--- src/rtl/buf_load_sequencer_pkg.sv ---
// Shared definitions for the buffer write-path sequencers: FSM encoding,
// default geometry and the bank one-hot helper.
package buf_load_sequencer_pkg;

  localparam int unsigned NUM_BANKS_DEF = 16;
  localparam int unsigned RAM_SIZE_DEF  = 1024;
  localparam int unsigned ONEHOT_W      = 64;
  localparam int unsigned OH_IDX_W      = $clog2(ONEHOT_W);

  typedef enum logic [1:0] {
    IDLE = 2'd0,
    LOAD = 2'd1,
    DONE = 2'd2
  } state_e;

  // Callers cast the result down to their own bank count.
  function automatic logic [ONEHOT_W-1:0] onehot(input logic [OH_IDX_W-1:0] idx);
    logic [ONEHOT_W-1:0] v;
    v      = '0;
    v[idx] = 1'b1;
    return v;
  endfunction

endpackage

--- src/rtl/buf_load_sequencer_addr_counter.sv ---
// Bank/word counter pair: bank-major walk over the configured rectangle,
// with a flag marking the final beat.
module load_addr_counter #(
  parameter int unsigned BANK_W = 5,
  parameter int unsigned CNT_W  = 11
) (
  input  logic              clk,
  input  logic              reset,
  input  logic              clr_i,
  input  logic              adv_i,
  input  logic [BANK_W-1:0] banks_i,
  input  logic [CNT_W-1:0]  words_i,
  output logic [BANK_W-1:0] bank_o,
  output logic [CNT_W-1:0]  word_o,
  output logic              last_o
);

  logic [BANK_W-1:0] bank_q, bank_d;
  logic [CNT_W-1:0]  word_q, word_d;
  logic              bank_wrap;

  assign bank_wrap = (bank_q == banks_i - BANK_W'(1));
  assign last_o    = bank_wrap && (word_q == words_i - CNT_W'(1));
  assign bank_o    = bank_q;
  assign word_o    = word_q;

  always_comb begin
    bank_d = bank_q;
    word_d = word_q;
    if (clr_i) begin
      bank_d = '0;
      word_d = '0;
    end else if (adv_i) begin
      if (bank_wrap) begin
        bank_d = '0;
        word_d = word_q + CNT_W'(1);
      end else begin
        bank_d = bank_q + BANK_W'(1);
      end
    end
  end

  always_ff @(posedge clk or negedge reset) begin
    if (!reset) begin
      bank_q <= '0;
      word_q <= '0;
    end else begin
      bank_q <= bank_d;
      word_q <= word_d;
    end
  end

endmodule

--- src/rtl/buf_load_sequencer.sv ---
// Writer-side engine for the banked A/W buffers: scatters a valid/ready word
// stream across banks and consecutive addresses with registered write outputs.
module buf_load_sequencer
  import buf_load_sequencer_pkg::*;
#(
  parameter int unsigned NUM_BANKS  = NUM_BANKS_DEF,
  parameter int unsigned DATA_WIDTH = 32,
  parameter int unsigned RAM_SIZE   = RAM_SIZE_DEF,
  parameter int unsigned ADDR_WIDTH = $clog2(RAM_SIZE),
  parameter int unsigned BANK_W     = $clog2(NUM_BANKS) + 1
) (
  input  logic                  clk,
  input  logic                  reset,
  input  logic                  start,
  input  logic [ADDR_WIDTH-1:0] base_addr,
  input  logic [BANK_W-1:0]     num_banks,
  input  logic [ADDR_WIDTH:0]   num_words,
  input  logic                  abort,
  input  logic                  s_valid,
  input  logic [DATA_WIDTH-1:0] s_data,
  output logic                  s_ready,
  output logic [DATA_WIDTH-1:0] ram_w_data,
  output logic [ADDR_WIDTH-1:0] ram_w_addr,
  output logic [NUM_BANKS-1:0]  ram_w_en,
  output logic                  busy,
  output logic                  done,
  output logic                  err
);

  localparam int unsigned CNT_W = ADDR_WIDTH + 1;

  state_e                state_q, state_d;
  logic [ADDR_WIDTH-1:0] base_q, base_d;
  logic [BANK_W-1:0]     banks_q, banks_d;
  logic [CNT_W-1:0]      words_q, words_d;
  logic                  err_q, err_d;
  logic                  done_q, done_d;
  logic [NUM_BANKS-1:0]  en_q, en_d;
  logic [ADDR_WIDTH-1:0] addr_q, addr_d;
  logic [DATA_WIDTH-1:0] data_q, data_d;

  logic              cnt_clr;
  logic              accept;
  logic              cfg_bad;
  logic              last_beat;
  logic [BANK_W-1:0] bank_cnt;
  logic [CNT_W-1:0]  word_cnt;

  assign s_ready = (state_q == LOAD) && !abort;
  assign accept  = s_valid && s_ready;
  assign cfg_bad = (num_banks == '0) || (num_banks > BANK_W'(NUM_BANKS)) || (num_words == '0);

  load_addr_counter #(
    .BANK_W (BANK_W),
    .CNT_W  (CNT_W)
  ) u_cnt (
    .clk     (clk),
    .reset   (reset),
    .clr_i   (cnt_clr),
    .adv_i   (accept),
    .banks_i (banks_q),
    .words_i (words_q),
    .bank_o  (bank_cnt),
    .word_o  (word_cnt),
    .last_o  (last_beat)
  );

  always_comb begin
    state_d = state_q;
    base_d  = base_q;
    banks_d = banks_q;
    words_d = words_q;
    err_d   = err_q;
    done_d  = 1'b0;
    cnt_clr = 1'b0;
    en_d    = '0;
    addr_d  = addr_q;
    data_d  = data_q;

    if (accept) begin
      en_d   = NUM_BANKS'(onehot(OH_IDX_W'(bank_cnt)));
      addr_d = base_q + ADDR_WIDTH'(word_cnt);
      data_d = s_data;
    end

    case (state_q)
      IDLE: begin
        if (start) begin
          if (cfg_bad) begin
            err_d   = 1'b1;
            done_d  = 1'b1;
            state_d = DONE;
          end else begin
            err_d   = 1'b0;
            base_d  = base_addr;
            banks_d = num_banks;
            words_d = num_words;
            cnt_clr = 1'b1;
            state_d = LOAD;
          end
        end
      end
      LOAD: begin
        // abort already forces s_ready low, so no beat can slip through here
        if (abort) begin
          state_d = IDLE;
        end else if (accept && last_beat) begin
          done_d  = 1'b1;
          state_d = DONE;
        end
      end
      DONE:    state_d = IDLE;
      default: state_d = IDLE;
    endcase
  end

  always_ff @(posedge clk or negedge reset) begin
    if (!reset) begin
      state_q <= IDLE;
      base_q  <= '0;
      banks_q <= '0;
      words_q <= '0;
      err_q   <= 1'b0;
      done_q  <= 1'b0;
      en_q    <= '0;
      addr_q  <= '0;
      data_q  <= '0;
    end else begin
      state_q <= state_d;
      base_q  <= base_d;
      banks_q <= banks_d;
      words_q <= words_d;
      err_q   <= err_d;
      done_q  <= done_d;
      en_q    <= en_d;
      addr_q  <= addr_d;
      data_q  <= data_d;
    end
  end

  assign ram_w_en   = en_q;
  assign ram_w_addr = addr_q;
  assign ram_w_data = data_q;
  assign busy       = (state_q == LOAD);
  assign done       = done_q;
  assign err        = err_q;

endmodule
--- config.mk ---
export PLATFORM = sky130hd
export DESIGN_NAME = buf_load_sequencer
export DESIGN_NICKNAME = d
export VERILOG_FILES = /design/src/rtl/buf_load_sequencer_pkg.sv /design/src/rtl/buf_load_sequencer_addr_counter.sv /design/src/rtl/buf_load_sequencer.sv
export SDC_FILE = /design/constraint.sdc
export NUM_CORES = 1
export LEC_CHECK = 0
export CAP_MARGIN = 20
export CORE_ASPECT_RATIO = 1.75
export CORE_MARGIN = 2
export CORE_UTILIZATION = 29
export CTS_BUF_LIST = sky130_fd_sc_hd__clkbuf_16
export CTS_CLUSTER_DIAMETER = 60
export DETAILED_ROUTE_END_ITERATION = 16
export PLACE_DENSITY_LB_ADDON = 0.15
export SYNTH_ARGS = -nofsm -noshare
export SYNTH_HDL_FRONTEND = slang
export SYNTH_SLANG_ARGS = --single-unit
--- constraint.sdc ---
create_clock -name clk -period 3.1 [get_ports clk]
set_input_delay 0.31 -clock clk [delete_from_list [all_inputs] [get_ports clk]]
set_output_delay 0.31 -clock clk [all_outputs]
set_load 0.01 [all_outputs]
# Word level (Yosys, flattened, before mapping)
# Cells that the tools add are included.
# Widths: inputs -> output; s select.
dict set report word_totals {
  out_inout_bits 62
  wordCells 64
  inputBits 63
  ff_bits 104
}
dict set report classes {
  eq_ne 5
  n_lt_le_gt_ge 3
  muxes 22
  reduce_logical 17
  bitwise 1
  n_addsub 5
}
# operator count
set ops {}
lappend ops {{$mux 11} 3}
lappend ops {{$mux 16} 1}
lappend ops {{$mux 5} 3}
lappend ops {{$add 11x1->11 const B} 1}
lappend ops {{$eq 11x11->1} 1}
lappend ops {{$logic_not 11->1} 1}
lappend ops {{$sub 11x1->11 const B} 1}
lappend ops {{$add 10x10->10} 1}
lappend ops {{$mux 1} 8}
lappend ops {{$mux 2} 4}
lappend ops {{$lt 5x7->1 const B} 1}
lappend ops {{$reduce_and 2->1} 3}
lappend ops {{$add 5x1->5 const B} 1}
lappend ops {{$demux 1 s5} 1}
lappend ops {{$eq 5x5->1} 1}
lappend ops {{$ge 5x1->1 const B} 1}
lappend ops {{$gt 5x5->1 const B} 1}
lappend ops {{$logic_and 1x1->1} 5}
lappend ops {{$logic_not 5->1} 1}
lappend ops {{$sub 5x1->5 const B} 1}
lappend ops {{$pmux 2 s2} 1}
lappend ops {{$reduce_bool 2->1} 2}
lappend ops {{$ne 3x2->1 const B} 1}
lappend ops {{$reduce_and 3->1} 1}
lappend ops {{7 further kinds} 8}

# Longest topological paths before layout
# Gate-level depths: netlist (run 1).
dict set report depth {
  ltp_word 8
  ltp_mapped 9
  depth_no_buf 9
}

# Modules after synthesis
# A second synthesis (run 1) with hierarchy kept.
dict set report unflattened {
  hier_cells 513
  area_unflattened_um2 5082.4
}
# mod seq_area_each_um2 area_per_inst_um2 cells_each instances
set by_module_without_submodules {}
lappend by_module_without_submodules {buf_load_sequencer 2202.1 3681.0 340 1}
lappend by_module_without_submodules {load_addr_counter 400.4 1401.3 173 1}

# Worst setup path after synthesis (run 1)
# Ideal clock, no wire load.
dict set report synth_path {
  kind {register to register}
  from {reg banks_q[0]}
  to {reg u_cnt.word_q[4], in the netlist u_cnt.word_o[4]}
  setup_slack_ns 0.945
  n_path_buf 0
  required_ns 3.022
  period_less_slack_ns 2.155
  stages_incl_launch_ff 9
  t_arrival_ns 2.077
  setup_ns 0.078
  cell_sequence {dfrtp_1 -> inv_1 -> ha_1 -> nor2b_1 -> a31oi_1 -> nor4_4 -> nand3_2 -> or4_1 -> a21oi_1}
}
dict set report synth_between {
  elab_chain_cells 4
}
# element line_no
set synth_lines {}
lappend synth_lines {{from (decl)} buf_load_sequencer.sv:34} ;# logic [BANK_W-1:0] banks_q, banks_d;
lappend synth_lines {{from (signal assigned)} buf_load_sequencer.sv:131} ;# banks_q <= banks_d;
lappend synth_lines {{$sub 5x1->5} buf_load_sequencer_addr_counter.sv:22} ;# assign bank_wrap = (bank_q == banks_i - BANK_W'(1));
lappend synth_lines {{$eq 5x5->1} buf_load_sequencer_addr_counter.sv:22}
lappend synth_lines {{$reduce_bool 2->1 (no source line)} --}
lappend synth_lines {{$reduce_and 2->1 (no source line)} --}
lappend synth_lines {{to (signal assigned)} buf_load_sequencer_addr_counter.sv:49} ;# word_q <= word_d;
lappend synth_lines {{to (decl)} buf_load_sequencer_addr_counter.sv:19} ;# logic [CNT_W-1:0] word_q, word_d;
# Every way passes these cells.
# A chain may end at the register's enable or synchronous reset.

# Final worst setup path (run 1)
dict set report layout_path {
  from {reg words_q[0]}
  to {reg state_q[0]}
}
dict set report layout_between {
  elab_chain_cells 6
}
# element line_no
set layout_lines {}
lappend layout_lines {{from (decl)} buf_load_sequencer.sv:35} ;# logic [CNT_W-1:0] words_q, words_d;
lappend layout_lines {{from (signal assigned)} buf_load_sequencer.sv:132} ;# words_q <= words_d;
lappend layout_lines {{$sub 11x1->11} buf_load_sequencer_addr_counter.sv:23} ;# assign last_o = bank_wrap && (word_q == words_i - CNT_W'(1));
lappend layout_lines {{$eq 11x11->1} buf_load_sequencer_addr_counter.sv:23}
lappend layout_lines {{$logic_and 1x1->1} buf_load_sequencer_addr_counter.sv:23}
lappend layout_lines {{$logic_and 1x1->1} buf_load_sequencer.sv:107} ;# end else if (accept && last_beat) begin
lappend layout_lines {{$ne 3x2->1 (no source line)} --}
lappend layout_lines {{$reduce_and 2->1 (no source line)} --}
lappend layout_lines {{to (signal assigned)} buf_load_sequencer.sv:129} ;# state_q <= state_d;
lappend layout_lines {{to (decl)} buf_load_sequencer.sv:32} ;# state_e state_q, state_d;
# Every way passes these cells.

==> results of run 1 <==
==> worst max path at each step <==
stage            startpoint               to  slack [ns]  cells past startpoint
2_1_floorplan    banks_q[0]  u_cnt.word_o[4]        0.95                      8
3_3_place_gp   num_words[1]  u_cnt.word_o[8]        0.60                      7
3_5_place_dp     words_q[0]       state_q[0]        0.59                      9
4_1_cts          words_q[0]       state_q[0]        0.59                      9
5_1_grt          words_q[0]       state_q[0]        0.41                      9
6_report         words_q[0]       state_q[0]        0.62                      9
==> layer usage <==
| layer | global-route usage (%) | vias to the layer above | wire [um] |
|---|---|---|---|
| met5 | 0 | - | 0 |
| met4 | 4.973 | 0 | 205 |
| met3 | 2.248 | 11 | 425 |
| met2 | 29.49 | 85 | 7777 |
| met1 | 14.16 | 2025 | 4800 |
| li1 | - | 2111 | - |
==> final cells by class <==
| cell class | count | area share, % |
|---|---|---|
| clock buffers | 9 | 3.247 |
| clock inverters | 7 | 1.046 |
| inverters | 20 | 1.082 |
| multi-input cells | 411 | 33.92 |
| flip-flops and latches | 104 | 37.52 |
| well taps | 231 | 4.167 |
| repair buffers | 133 | 19.01 |
==> stage by stage <==
stage | hold slack (ns) | instance area [um^2] | setup slack [ns]
after floorplan | 0.01441 | 5126 | 0.9453
after global placement | 0.4230 | 6638 | 0.6041
after detailed placement | 0.4272 | 6638 | 0.5904
after CTS | 0.04182 | 6935 | 0.5899
after global routing | 0.07203 | 6935 | 0.4104
final | 0.01264 | 6935 | 0.6185
==> registers in the layout (all words and copies together) (netlist names), 2 cells and up <==
| register | cells |
|---|---|
| u_cnt.word_o | 11 |
| banks_q | 5 |
| ram_w_en | 16 |
| ram_w_data | 32 |
| ram_w_addr | 10 |
| state_q | 2 |
| u_cnt.bank_o | 5 |
| words_q | 11 |
| base_q | 10 |
==> layout by cell type, fill, tap and decap left out, types with 8 or more instances in the layout <==
cell type,count
buf_4,9
inv_1,21
ha_1,16
o21ai_0,20
nand2_1,182
nor2_1,29
dfrtp_1,104
o31ai_1,9
clkbuf_16,9
a21oi_1,18
xnor2_1,20
nand3_1,11
xor2_1,8
clkdlybuf4s50_1,123
==> cell usage after synthesis (4+ instances only) <==
cell / number / share of area [%]
or4_1: 5 / 0.73
xnor2_1: 20 / 3.4
a21oi_1: 18 / 1.8
xor2_1: 8 / 1.4
a31oi_1: 6 / 0.73
nor4_1: 5 / 0.61
nand4_1: 6 / 0.73
o21ai_0: 20 / 2.0
inv_1: 20 / 1.5
o21a_1: 5 / 0.73
nor2_1: 29 / 2.1
nand3_1: 11 / 1.1
o31ai_1: 9 / 1.3
o211ai_1: 4 / 0.59
nor2b_1: 6 / 0.73
dfrtp_1: 104 / 51
or3_1: 6 / 0.73
nor3_1: 6 / 0.59
ha_1: 16 / 3.9
clkbuf_1: 17 / 1.2
a21o_1: 4 / 0.59
nand2_1: 183 / 13
==> critical path, stage by stage, from the launching register on <==
cell and delay, ns:
dfrtp_1 0.44, inv_1 0.11, ha_1 0.30, nor4b_4 0.39, xnor2_1 0.10, o311ai_0 0.30
o21ai_0 0.17, nor4_1 0.33, buf_4 0.18, o21ai_1 0.06
==> kinds of logic (layout without fill, tap and decap cells) <==
| logic type | count (synthesis) | count (layout) | share of synthesized area (%) |
|---|---|---|---|
| AND/OR/NAND/NOR | 283 | 283 | 25.53 |
| flip-flops | 104 | 104 | 50.77 |
| AO/OA/AOI/OAI | 79 | 79 | 10.08 |
| buffers and inverters | 42 | 169 | 3.393 |
| XOR/XNOR | 29 | 29 | 5.321 |
| adder cells (fa/ha/maj) | 17 | 17 | 4.296 |
| multiplexers | 3 | 3 | 0.6102 |
==> power groups by stage <==
| stage | registers [mW] | clock network (mW) | logic (mW) |
|---|---|---|---|
| after global placement | 1.97 | 0 | 1.54 |
| after CTS | 1.96 | 1.18 | 1.57 |
| after detailed placement | 1.99 | 0 | 1.56 |
| final | 1.95 | 1.13 | 1.54 |
| after global routing | 2.00 | 1.23 | 1.70 |
| after floorplan | 2.03 | 0 | 0.708 |
==> summary.txt, run 1 <==
Die
  – Die X: 104.5 um
  – Core area: 0.01738 mm^2
  – Initial Utilization: 29.50%
  – Die area: 0.01880 mm^2
  – I/O pins: 125
  – Die Y: 179.9 um
  – FP Rows: 64

STA
  – Slew HR: 49.32%
  – Sum Neg Setup Slack: 0 ns
  – Worst-Margin Slew: 0.7602 ns
  – Final worst-path cycle share: 80.05%
  – Skew final: 0.01226 ns
  – F_max: 0.4030 GHz
  – Endpoints failing hold: 0
  – RSZ-0062 raised after global routing: false
  – Min Tclk post-route: 2.482 ns
  – Final Setup Violations: 0
  – Fin. max-slew vios: 0

Final layout
  – Layout Utilization: 39.91%
  – Multi-input gate area: 0.002352 mm^2
  – # fillers: 1829
  – Final cell count without fillers: 915
  – Diodes inserted: 0
  – Final #Nets: 759
  – Register Area: 0.002603 mm^2
  – P&R area growth vs syn: 35.29%
  – Layout cells sized above 1: 5.409%

Power and ir drop
  – Switching power: 1.497 mW
  – Reg power frac: 42.2%
  – Switching part of the total power: 32.38%
  – Worst IR Drop VDD: 0.2411 mV
  – Comb power frac: 33.3%
  – Clk network pwr share: 24.5%
  – PD cells: 666.8 mW/mm^2
  – Total power: 4.624 mW
  – Leak Pwr: 3.128 nW
  – Int Power: 3.127 mW

Run
  – Max Cap Violations: 0

Routing
  – Post-route DRC: 0
  – Iteration-0 DRC Markers: 138
  – Post-route ant nets: 0
  – DRT Pass-1 Iters: 4
  – Wire length per cell: 14.44 um
  – Vias: 4232
  – Via-per-instance ratio: 4.625
  – Final WL: 13210 um

Clock network
  – Total setup buffers inserted after CTS: 0
  – # resized after CTS: 0
  – Clk pin slew, worst setup/hold paths: 0.07 ns
  – CTS buffer count: 9
  – Clock sink count: 104
  – CTS tree: built
  – Root Driver: clkbuf_16
  – Cts hold-fix bufs: 0
  – Skew-Pair Late Insertion Delay: 0.35 ns
  – Maximum level of the CTS H-tree: 3
  – Maximum root-to-sink buffer count: 2

Synthesis
  – Number of synthesized register bits: 104
  – Seq/Total Area, Yosys: 50.77%
  – Number of synthesized flops with an enable pin: 0
  – Async S/R FF share, synth: 100.0%
  – Synth Instances: 557
  – Post-Syn Nets: 637
  – Ys flop type: dfrtp_1
  – Mapped cell area: 0.005126 mm^2
  – Yosys warns: 0
  – Synth unique cells: 56
  – Mean post-synth cell area: 9.203 um^2

Placement
  – Final Wtd Congestion: 0.7712
  – I/O Buffers: 124
  – Hpwl dp: 10210 um
  – DP Cell Count: 899

Worst setup path
  – Crit path required time: 3.33 ns
  – Crit start category: flip-flop
  – Setup CP Type: flip-flop to flip-flop
  – Worst Path Arrival: 2.72 ns
  – Worst reg2reg path depth: 9
  – CP max FO: 7
  – FF-to-FF Start: words_q[0]
  – FF-to-FF setup slack: 0.62 ns
  – FF-to-FF End: state_q[0]
  – Critical path endpoint category: flip-flop

Outcome
  – Run status: completed

Global routing
  – Congestion Overflow GR: 0
  – First-pass GRT wire length: 21780 um
  – GRT Resource Usage Total: 14.42%
  – Vias in the first global route: 4434
  – Largest net degree at the start of global routing: 57
  – Initial antenna violation count: 0

Hold path
  – Hold crit path type: input pin to async pin
(Power assumes the default switching activity.)
==> inputs of run 2 (changes only) <==
Clock period 3.1 ns to 2.4 ns, I/O delays scaled along.
==> run 2 against run 1 <==
  * Register-to-register slack lost 0.52 ns
  * First-iteration DRC count up 8.0%
  * Hold slack improved by 0.39 ns
  * Clock skew decreased by 0.0015 ns
  * Critical path depth up 1
==> summary.txt, run 2 (synthesis gave the netlist of run 1 again) <==
Outcome
  – Run status: completed

Die
  – Initial Utilization: 29.50%
  – Die area: 0.01880 mm^2
  – Die X: 104.5 um
  – Core area: 0.01738 mm^2
  – FP Rows: 64
  – Die Y: 179.9 um
  – I/O pins: 125

Global routing
  – Congestion Overflow GR: 0
  – Initial antenna violation count: 0
  – Vias in the first global route: 4469
  – GRT Resource Usage Total: 14.60%
  – First-pass GRT wire length: 22060 um
  – Largest net degree at the start of global routing: 51

STA
  – Min Tclk post-route: 2.300 ns
  – Hold WS: 0.4010 ns
  – Worst-Margin Slew: 0.5511 ns
  – Skew final: 0.01075 ns
  – F_max: 0.4348 GHz
  – Final worst-path cycle share: 95.83%
  – Endpoints failing hold: 0
  – Final Setup Violations: 0
  – Slew HR: 63.26%
  – Fin. max-slew vios: 0

Routing
  – Post-route DRC: 0
  – Final WL: 13320 um
  – Wire length per cell: 14.23 um
  – Vias: 4352
  – DRT Pass-1 Iters: 4
  – Via-per-instance ratio: 4.650
  – Post-route ant nets: 0
  – Iteration-0 DRC Markers: 149

Power and ir drop
  – Worst IR Drop VDD: 0.3457 mV
  – Comb power frac: 34.3%
  – PD cells: 852.4 mW/mm^2
  – Clk network pwr share: 24.6%
  – Leak Pwr: 3.231 nW
  – Int Power: 4.106 mW
  – Switching part of the total power: 32.55%
  – Reg power frac: 41.1%
  – Switching power: 1.982 mW
  – Total power: 6.088 mW

Placement
  – Hpwl dp: 10290 um
  – I/O Buffers: 124
  – Final Wtd Congestion: 0.7829
  – DP Cell Count: 911

Final layout
  – Layout cells sized above 1: 9.078%
  – Highest-count cells in the layout ignoring fill and taps: nand2_1, clkdlybuf4s50_1, dfrtp_1
  – Final #Nets: 780
  – Final cell count without fillers: 936
  – Register Area: 0.002603 mm^2
  – Multi-input gate area: 0.002395 mm^2
  – # fillers: 1778
  – Diodes inserted: 0
  – Commonest non-fill, non-tap cell in the layout: nand2_1
  – Layout Utilization: 41.10%
  – P&R area growth vs syn: 39.32%
  – Max FFs per register: 32

Worst setup path
  – Worst Path Arrival: 2.57 ns
  – CP max FO: 7
  – Crit start category: flip-flop
  – Cells along the critical path: inv_1 > ha_2 > nor2b_4 > a31oi_2 > nor4_4 > buf_4 > nand4_1 > buf_4 > or4_1 > a21oi_1
  – Cell mode on critical path: buf_4
  – Max stage delay on crit path: 0.41 ns
  – Setup CP Type: flip-flop to flip-flop
  – Crit path required time: 2.67 ns
  – Critical path endpoint category: flip-flop
  – Slowest stage cell, crit path: dfrtp_1

Clock network
  – Root Driver: clkbuf_16
  – Maximum root-to-sink buffer count: 2
  – Maximum level of the CTS H-tree: 3
  – CTS tree: built
  – Skew-Pair Late Insertion Delay: 0.35 ns
  – Clock sink count: 104
  – CTS buffer count: 9
  – Clk pin slew, worst setup/hold paths: 0.08 ns

Hold path
  – Hold crit path type: input pin to async pin

Run
  – Max Cap Violations: 0
-- run 2: cell types whose count changed in the layout (fill, tap and decap cells not counted), sizes merged --
cell	before	now
buf	10	30
clkinv	4	1
dlygate4sd3	0	1
clkinvlp	0	1
inv	22	24
-- run 2: path summary, 6_finish.rpt --
check | slack (ns) | depth (start not counted) | start | to
worst max-delay path | 0.10 | 10 | banks_q[1] | u_cnt.word_o[7]
worst min register to register | 0.47 | 2 | ram_w_data[23] | ram_w_data[23]
worst max register to register | 0.10 | 10 | banks_q[1] | u_cnt.word_o[7]
max in group asynchronous | 1.33 | 3 | reset | ram_w_data[27]
worst min-delay path | 0.40 | 2 | reset | words_q[9]
min in group clk | 0.41 | 3 | s_data[31] | ram_w_data[31]
-- run 2: power groups by stage --
stage	Combinational [mW]	Clock, mW	Sequential, mW
global route	2.30	1.62	2.58
global placement	2.04	0	2.53
detailed placement	2.07	0	2.55
floorplan	0.915	0	2.62
CTS	2.08	1.56	2.51
finish	2.09	1.50	2.50
-- run 2: what timing repair did --
action / 4_1_cts / 5_1_grt
resized for setup: 1 / 8
endpoints found under the hold margin: 37 / 0
hold buffers: 1 / 0
setup buffers: 0 / 8
pin swaps: 0 / 3
setup endpoints to repair: 2 / 9
-- run 2: metal layers --
layer / global-route usage [%] / part of all wire, % / routed length, um
met1: 14.60 / 37 / 4946
met2: 29.15 / 57 / 7555
met3: 2.103 / 3.2 / 426
met4: 6.162 / 2.9 / 387
met5: 0 / 0 / 0
-- run 2: area by class of cell --
class	instances	share of cell area (%)
Clock buffer	9	3.153
Clock inverter	7	1.069
Inverter	20	1.051
Multi-Input combinational cell	411	33.53
Sequential cell	104	36.44
Tap cell	231	4.047
Timing Repair Buffer	154	20.71
-- run 2: per-stage QoR --
step / setup TNS, ns / setup WS (ns) / cell area, um^2
2_1_floorplan: 0 / 0.2453 / 5126
3_3_place_gp: -0.1678 / -0.05978 / 6728
3_5_place_dp: -0.3540 / -0.06740 / 6728
4_1_cts: 0 / 0.02692 / 7042
5_1_grt: -0.04801 / -0.02728 / 7142
6_report: 0 / 0.1001 / 7142
-- run 2: worst max-delay path: cells and delay by family, from the launching register on --
family          cells  cell delay (ns)
simple gates        4             0.89
buf+inv             3             0.46
flops               1             0.41
compound gates      2             0.28
fa+ha+maj           1             0.19
==> variant (flow settings as in run 2) <==
Encoding of `state_e`: now one-hot (3 bits for 3 states).
--- a/src/rtl/buf_load_sequencer_pkg.sv
+++ b/src/rtl/buf_load_sequencer_pkg.sv
@@ -7,10 +7,10 @@
   localparam int unsigned ONEHOT_W      = 64;
   localparam int unsigned OH_IDX_W      = $clog2(ONEHOT_W);
 
-  typedef enum logic [1:0] {
-    IDLE = 2'd0,
-    LOAD = 2'd1,
-    DONE = 2'd2
+  typedef enum logic [2:0] {
+    IDLE = 3'b001,
+    LOAD = 3'b010,
+    DONE = 3'b100
   } state_e;
 
   // Callers cast the result down to their own bank count.
Check against the original RTL: no difference found for any inputs over 4 cycles, from zero or initial values and one cycle with reset low; so few cycles prove little.
==> variant against run 2 <==
  * Wire length fell by 1.4%
  * Area after synthesis fell by 0.76%
  * Power grew 4.0%
  * Sequential cell count up 1
  * Worst setup slack got worse by 0.037 ns
  * Design area fell by 0.68%
  * Critical path type unchanged
  * Largest power group unchanged
==> variant: results (changes against run 2) <==
Hold path
  – Min-delay src: base_addr[8]
  – Hold Crit Class: in2reg

GRT
  – Largest net degree at the start of global routing: 47 (-7.8%)
  – GRT Util Overall: 14.5% (-0.11 points)
  – First-pass GRT wire length: 21.4 mm (-2.8%)

STA
  – Least-Margin Pin Slew: 0.631 ns (+0.0800 ns)
  – Setup Skew: 0.0128 ns (+0.00202 ns)
  – Max Freq: 428 MHz (-1.6%)
  – Final hold slack: 0.414 ns (+0.0131 ns)

Placement
  – RD Place Congestion: 0.772 (-1.4%)
  – Pre-CTS setup slack: -0.0739 ns (-0.00650 ns)
  – Hpwl dp: 10.2 mm (-0.48%)
  – Cell Area, Placed: 0.00670 mm^2 (-0.35%)

Synthesis
  – Post-synthesis sequential area ratio: 51.7% (+0.90 points)
  – Adder-Cell Fraction of Synth Area: 4.33% (+0.033 points)
  – Mux contribution to synthesized area: 0.812% (+0.20 points)
  – Synth unique cells: 61 (+8.9%)
  – Synth Area in Compound Gates: 9.12% (-0.96 points)
  – Main flop type after synthesis: dfrtp_1
  – XOR/XNOR share of the synthesized area: 5.12% (-0.21 points)
  – Top post-synthesis cells by count: nand2_1, dfrtp_1, nor2_1, o21ai_0, clkbuf_1
  – Post-Syn Nets: 633 (-0.63%)

Final layout
  – Ant. Diodes: 0 (unchanged)
  – Final instance area: 0.00709 mm^2 (-0.68%)
  – Fill cells: 1723 (-3.1%)
  – Fin nets: 771 (-1.2%)
  – Layout cell share with drive strength beyond 1: 9.48% (+0.40 points)

Setup path
  – Critical-path top delay cell: or4_4
  – Critical path destination: state_q[1]$_DFFE_PN0P_
  – R2r setup slk: 0.06 ns (-0.04 ns)
  – Max incr delay on CP: 0.53 ns (+0.12 ns)
  – Max FO, Critical Path: 5 (-2)
  – Crit path max-delay family: simple AND/OR/NAND/NOR gates
  – RR Startpoint: words_q[0]$_DFFE_PN0P_
  – Reg2Reg Depth: 7 (-3)

Power
  – LEAKAGE: 0.00325 uW (+0.58%)
  – Max VDD drop: 405 uV (+17%)

Run status
  – Status: completed

Routing
  – Initial DRC count: 147 (-1.3%)
  – DR vias: 4318 (-0.78%)
  – Wire per inst: 14.2 um (-0.44%)
variant: changes by cell type after synthesis, sizes merged, moves of 3 or more:
cell	delta
a22o	-3
xor2	+7
o31ai	-6
nor2b	-3
clkbuf	+3
a31oi	-5
o21ai	+5
inv	-5
nand2	+5
a21oi	-6
xnor2	-8
variant: logic make-up (layout without fill, tap and decap cells):
| logic type | Yosys count | count (layout) |
|---|---|---|
| XOR/XNOR | 28 | 28 |
| multiplexers | 4 | 4 |
| buffers and inverters | 40 | 183 |
| flip-flops | 105 | 105 |
| AND/OR/NAND/NOR | 287 | 287 |
| AO/OA/AOI/OAI | 72 | 72 |
| adder cells (fa/ha/maj) | 17 | 17 |
variant: area by class of cell:
cell class                      count  area [um^2]  area share, %
Multi-Input combinational cell    408         2350           33.2
Timing Repair Buffer              152         1460           20.6
Clock inverter                      7         77.6           1.09
Clock buffer                        9          225           3.18
Inverter                           15         56.3          0.794
Sequential cell                   105         2630           37.1
Tap cell                          231          289           4.07
variant: what timing repair did:
action / 4_1_cts / 5_1_grt
hold buffers: 1 / 0
endpoints found under the hold margin: 43 / 0
cloned: 0 / 0
resized for setup: 1 / 11
setup endpoints to repair: 1 / 8
pin swaps: 1 / 2
setup buffers: 1 / 2
variant: where the power goes:
| part | internal (uW) | switching [uW] |
|---|---|---|
| logic | 1200 | 1070 |
| registers | 2230 | 329 |
| clock network | 821 | 686 |
| total | 4250 | 2080 |
variant: layer usage:
layer	GRT usage [%]	part of all wire (%)	wire (um)	vias to the layer above
met2	27.9	55	7170	98
met1	15.3	39	5160	2075
met4	6.42	2.7	361	0
met5	0	0	0	-
met3	2.62	3.4	442	21
li1	-	-	-	2124
variant: stage by stage:
stage	utilization, %	instances
after floorplan	-	553
after global placement	38.6	907
final	40.8	927
after global routing	40.8	927
after CTS	40.4	925
after detailed placement	38.6	907
